[src/rtl/midi_msg_parser.sv]
// MIDI byte-stream parser: turns bytes from an SPI slave into complete MIDI
// messages (status + up to two data bytes), with running status, SysEx
// skipping, real-time passthrough and a one-deep valid/ready output holding
// register with a sticky overflow flag.
module midi_msg_parser #(
  parameter int DATA_WIDTH = 8
) (
  input  logic                  clk,
  input  logic                  rst,
  input  logic [DATA_WIDTH-1:0] byte_i,
  input  logic                  rdy_i,
  output logic [7:0]            msg_status,
  output logic [7:0]            msg_d1,
  output logic [7:0]            msg_d2,
  output logic [1:0]            msg_len,
  output logic                  msg_valid,
  input  logic                  msg_ready,
  output logic                  ovf,
  input  logic                  ovf_clr
);

  typedef enum logic [1:0] {
    S_IDLE    = 2'd0,
    S_WAIT_D1 = 2'd1,
    S_WAIT_D2 = 2'd2,
    S_SYSEX   = 2'd3
  } state_t;

  // Byte-ready synchroniser and edge detector
  logic       sync1_q, sync2_q;
  logic       prev_q;
  logic [1:0] fill_q;
  logic       rdy_rise;

  // Parser state
  state_t     state_q, state_d;
  logic [7:0] rs_q, rs_d;
  logic [7:0] cur_q, cur_d;
  logic [7:0] d1_q, d1_d;

  // Message completed by the byte accepted this cycle
  logic       cmp_d;
  logic [7:0] cmp_status_d, cmp_d1_d, cmp_d2_d;
  logic [1:0] cmp_len_d;

  // Output holding register
  logic [7:0] msg_status_q, msg_d1_q, msg_d2_q;
  logic [1:0] msg_len_q;
  logic       msg_valid_q;
  logic       ovf_q;

  logic [7:0] in_byte;
  logic       cur_is_chan;
  logic       cur_one_data;
  logic       load_msg;
  logic       drop_msg;

  assign in_byte = byte_i[7:0];

  // The previous-sample flop reads as 1 until two genuine samples have
  // passed through the synchroniser, so rdy_i held high across reset
  // release never looks like a fresh rising edge.
  always_ff @(posedge clk or negedge rst) begin
    if (!rst) begin
      sync1_q <= 1'b0;
      sync2_q <= 1'b0;
      prev_q  <= 1'b1;
      fill_q  <= 2'd0;
    end else begin
      sync1_q <= rdy_i;
      sync2_q <= sync1_q;
      if (fill_q != 2'd2) fill_q <= fill_q + 2'd1;
      prev_q  <= (fill_q == 2'd2) ? sync2_q : 1'b1;
    end
  end

  assign rdy_rise = sync2_q & ~prev_q;

  // Channel messages keep running status; system-common ones return to IDLE.
  assign cur_is_chan  = (cur_q < 8'hF0);
  assign cur_one_data = (cur_q[7:5] == 3'b110) || (cur_q == 8'hF1) || (cur_q == 8'hF3);

  // Next-state decode for the accepted byte and the message it may complete
  always_comb begin
    state_d      = state_q;
    rs_d         = rs_q;
    cur_d        = cur_q;
    d1_d         = d1_q;
    cmp_d        = 1'b0;
    cmp_status_d = 8'h00;
    cmp_d1_d     = 8'h00;
    cmp_d2_d     = 8'h00;
    cmp_len_d    = 2'd0;
    if (rdy_rise) begin
      if (in_byte >= 8'hF8) begin
        // Real-time: emitted on its own, parser context untouched
        cmp_d        = 1'b1;
        cmp_status_d = in_byte;
      end else if (in_byte[7]) begin
        if (in_byte < 8'hF0) begin
          rs_d    = in_byte;
          cur_d   = in_byte;
          state_d = S_WAIT_D1;
        end else begin
          rs_d = 8'h00;
          case (in_byte)
            8'hF0: state_d = S_SYSEX;
            8'hF1, 8'hF2, 8'hF3: begin
              cur_d   = in_byte;
              state_d = S_WAIT_D1;
            end
            8'hF6: begin
              cmp_d        = 1'b1;
              cmp_status_d = in_byte;
              state_d      = S_IDLE;
            end
            default: state_d = S_IDLE;
          endcase
        end
      end else begin
        case (state_q)
          S_WAIT_D1: begin
            d1_d = in_byte;
            if (cur_one_data) begin
              cmp_d        = 1'b1;
              cmp_status_d = cur_q;
              cmp_d1_d     = in_byte;
              cmp_len_d    = 2'd1;
              state_d      = cur_is_chan ? S_WAIT_D1 : S_IDLE;
            end else begin
              state_d = S_WAIT_D2;
            end
          end
          S_WAIT_D2: begin
            cmp_d        = 1'b1;
            cmp_status_d = cur_q;
            cmp_d1_d     = d1_q;
            cmp_d2_d     = in_byte;
            cmp_len_d    = 2'd2;
            state_d      = cur_is_chan ? S_WAIT_D1 : S_IDLE;
          end
          default: ;
        endcase
      end
    end
  end

  assign load_msg = cmp_d & (~msg_valid_q | msg_ready);
  assign drop_msg = cmp_d & msg_valid_q & ~msg_ready;

  // Parser FSM plus registered message outputs and overflow flag
  always_ff @(posedge clk or negedge rst) begin
    if (!rst) begin
      state_q      <= S_IDLE;
      rs_q         <= 8'h00;
      cur_q        <= 8'h00;
      d1_q         <= 8'h00;
      msg_status_q <= 8'h00;
      msg_d1_q     <= 8'h00;
      msg_d2_q     <= 8'h00;
      msg_len_q    <= 2'd0;
      msg_valid_q  <= 1'b0;
      ovf_q        <= 1'b0;
    end else begin
      state_q <= state_d;
      rs_q    <= rs_d;
      cur_q   <= cur_d;
      d1_q    <= d1_d;
      if (load_msg) begin
        msg_status_q <= cmp_status_d;
        msg_d1_q     <= cmp_d1_d;
        msg_d2_q     <= cmp_d2_d;
        msg_len_q    <= cmp_len_d;
        msg_valid_q  <= 1'b1;
      end else if (msg_ready) begin
        msg_valid_q  <= 1'b0;
      end
      // A fresh drop wins over a clear in the same cycle
      ovf_q <= (ovf_q & ~ovf_clr) | drop_msg;
    end
  end

  assign msg_status = msg_status_q;
  assign msg_d1     = msg_d1_q;
  assign msg_d2     = msg_d2_q;
  assign msg_len    = msg_len_q;
  assign msg_valid  = msg_valid_q;
  assign ovf        = ovf_q;

endmodule

[config.mk]
export PLATFORM = sky130hd
export DESIGN_NAME = midi_msg_parser
export DESIGN_NICKNAME = d
export VERILOG_FILES = /design/src/rtl/midi_msg_parser.sv
export SDC_FILE = /design/constraint.sdc
export NUM_CORES = 1
export LEC_CHECK = 0
export CORE_ASPECT_RATIO = 0.7
export CORE_MARGIN = 2
export CORE_UTILIZATION = 52
export DETAILED_ROUTE_END_ITERATION = 12
export PLACE_DENSITY = 0.78
export SLEW_MARGIN = 20
export SYNTH_ARGS = -nofsm -noshare
export SYNTH_HDL_FRONTEND = slang
export SYNTH_SLANG_ARGS = --single-unit
[constraint.sdc]
create_clock -name clk -period 2.18 [get_ports clk]
set_input_delay 0.218 -clock clk [delete_from_list [all_inputs] [get_ports clk]]
set_output_delay 0.218 -clock clk [all_outputs]
set_load 0.02 [all_outputs]
==> flow_summary_export.csv <==
group,metric,value,unit
worst_setup_path,worst-endpoint-required,2410,ps
finish,utilization,69.1,%
status,status,"finished, final reports clean",
finish,area_growth,27.3,%
yosys,synth.area.top_cells,"dfrtp_1 (50%), mux2_2 (9.1%), mux2i_1 (7.6%)",
clock_tree,cts_made_buffers,5,
route,drt_first_pass_iters,4,
yosys,synthFlopType,"dfrtp_1",
route,wl_per_cell,15.9,µm
sta,drv_slew,0,
worst_setup_path,crit_fanout,7,
yosys,synthDistinctLibCells,41,
yosys,ys_ff_latch,48,
sta,setup_viol,0,
yosys,synth-seq-area-share,50.9,%
sta,rsz0062_at_grt,"true",
yosys,synth_mux_area_share,16.7,%
yosys,synth_area,0.00236,mm²
floorplanning,initial_core_util,54.3,%
yosys,synthXorXnorAreaFrac,0.371,%
job,max_cap_viol_count,0,
yosys,async_flop_share,100,%
power_and_ir_drop,power.density,1150,mW/mm²
clock_tree,clockBufferDepth,2,
sta,min_period,2100,ps
power_and_ir_drop,ir_worst_vdd,0.738,mV
clock_tree,postCtsSetupBuffers,0,
yosys,synth_top_area_cell,"dfrtp_1",
yosys,synth-edff-count,0,
min_path,hold_path.class,"input port to flop",
grt,grt_pass1_wl,8.80,mm
yosys,synthAdderAreaFrac,1.59,%
place,io_buffers,38,
worst_setup_path,critical_path_class,"flop to flop",
grt,grt_pass1_vias,1741,
grt,grt_max_degree,49,
worst_setup_path,crit_arrival,2330,ps
place,dp_cells,312,
sta,clock_skew,12.5,ps
clock_tree,ctsRootBufferMaster,"clkbuf_8",
worst_setup_path,path_cells,"inv_1 > ha_1 > or2_1 > a311o_4 > a21oi_4 > buf_4 > mux2i_1",
clock_tree,clk_pin_slew_worst_paths,100,ps
yosys,synth-compound-area-share,11.4,%
floorplanning,io_pins,41,
yosys,synth_area_per_cell,11.2,µm²
grt,grt_antenna_before_repair,0,
finish,final_cells,321,
power_and_ir_drop,p_leak,1.30,nW
sta,fin_crit_sh,96.2,%
finish,num-fill-cells,343,
clock_tree,clk_latency,310,ps
worst_setup_path,cp-end-kind,"flop",
floorplanning,die_area,0.00511,mm²
finish,drive_gt1_share,21.4,%
route,via_count,1758,
route,wl,5.10,mm
clock_tree,htreeDepth,2,
sta,hold_viol,0,
place,hpwl,3.69,mm
route,ant_nets,0,
yosys,yosysTopAreaCellShare,49.8,%
finish,multiInputGateArea,980,µm²
route,route.detailed.drc,0,
worst_setup_path,critPathBufInv,2,
worst_setup_path,slowest_delay,370,ps
place,place_congestion,0.878,
clock_tree,clkSinkCount,48,
yosys,yosysWarnings,0,
grt,grt_overflow,0,
yosys,synth_top_family_by_area,"multiplexers",
route,vias_per_cell,5.48,
yosys,synthesis.instances,211,
finish,antennaDiodeCount,0,
floorplanning,core_area,0.00435,mm²
route,drt_iter0_markers,143,
floorplanning,die_w,84.6,µm
floorplanning,rows,20,
clock_tree,cts_tree,"yes",
worst_setup_path,critPathSlowestCell,"dfrtp_1",
finish,ff_latch_area,0.00120,mm²
sta,worstMarginPinSlew,576,ps
grt,grt.total_usage,22.8,%
sta,slew_headroom,61.4,%
yosys,synth-simple-area-share,11.1,%
finish,final_nets,281,
worst_setup_path,crit_family,"compound AO/OA/AOI/OAI gates",
worst_setup_path,start_kind,"flop",
floorplanning,die_h,60.4,µm
sta,fin_hold_ws,335,ps
sta,fmax,477,MHz
==> worst paths after layout <==
path	cells after the start	endpoint	slack, ps	startpoint
min	1	sync1_q$_DFF_PN0_	330	rdy_i
max	7	msg_d1[6]$_DFFE_PN0P_	80	state_q[0]$_DFFE_PN0P_
min reg2reg	0	sync2_q$_DFF_PN0_	360	sync1_q$_DFF_PN0_
max reg2reg	7	msg_d1[6]$_DFFE_PN0P_	80	state_q[0]$_DFFE_PN0P_
max in group asynchronous	3	prev_q$_DFF_PN1_	1510	rst
min in group asynchronous	3	sync2_q$_DFF_PN0_	400	rst
==> cells in the final DEF (no fill, tap or decap), types with 5 or more instances in the layout <==
master,netlist,routed
a21oi_1,8,8
and2_1,7,7
buf_4,3,19
clkbuf_8,0,5
clkdlybuf4s50_1,0,37
dfrtp_1,47,47
inv_1,23,23
mux2_2,19,19
mux2i_1,18,18
nand2_1,12,12
nand4_1,7,7
nor2_1,5,5
o21ai_0,12,12
==> routing by layer <==
layer  GRT usage [%]  vias up  wire length, µm
li1                -      831                -
met1            33.1      853             2470
met2            34.9       68             2210
met3            4.63        6              356
met4            8.16        0               57
met5               0        -                0
==> sequential cells by signal, indices dropped and copies added, names as in the netlist, 2 cells and up <==
signal	flops
d1_q	7
msg_status	8
msg_d1	7
fill_q	2
msg_len	2
msg_d2	7
cur_q	8
state_q	2
==> power breakdown <==
group,switching (mW),leakage [nW],internal [mW]
sequential,0.162,0.579,1.20
combinational,0.735,0.666,0.713
clock,0.309,0.0541,0.340
==> per-stage QoR <==
| step | power [mW] | TNS (ps) | setup slack, ps | area (µm²) |
|---|---|---|---|---|
| 2_1_floorplan | 2.18 | 0 | 212 | 2370 |
| 3_3_place_gp | 2.79 | 0 | 98.7 | 2880 |
| 3_5_place_dp | 2.82 | 0 | 44.6 | 2880 |
| 4_1_cts | 3.49 | 0 | 48.7 | 3000 |
| 5_1_grt | 3.69 | -27.8 | -11.9 | 3010 |
| 6_report | 3.46 | 0 | 81.9 | 3010 |
==> cell usage after synthesis (2+ instances only) <==
master and number:
dfrtp_1 47, inv_1 23, mux2_2 19, mux2i_1 18, nand2_1 12, o21ai_0 12, a21oi_1 8, and2_1 7
clkbuf_1 7, nand4_1 7, nor2_1 5, nor4_1 4, buf_4 3, buf_6 3, ha_1 3, o21ba_1 3
o22ai_1 3, a31oi_1 2, and3b_1 2, o31a_1 2
==> timing repair <==
item / in CTS / in global routing
endpoints found under the hold margin: 47 / 0
setup endpoints to repair: 0 / 10
hold buffers: 1 / 0
resized for setup: 0 / 1
==> layout make-up <==
type	count	share of cell area [%]
well taps	55	2.29
flip-flops and latches	48	40.0
multi-input cells	127	32.6
repair buffers	60	18.6
inverters	23	2.87
clock buffers	5	2.29
clock inverters	3	1.41
==> kinds of logic (layout without fill, tap and decap cells) <==
group,count (synthesis),count (layout)
AOI/OAI and AO/OA,38,38
xor gates and xnor gates,1,1
adders and majority gates,3,3
buffers and inverters,37,91
DFF,48,48
muxes,37,37
other,1,2
and+or+nand+nor,46,46
No activity file was read; power rests on OpenSTA's default activity.
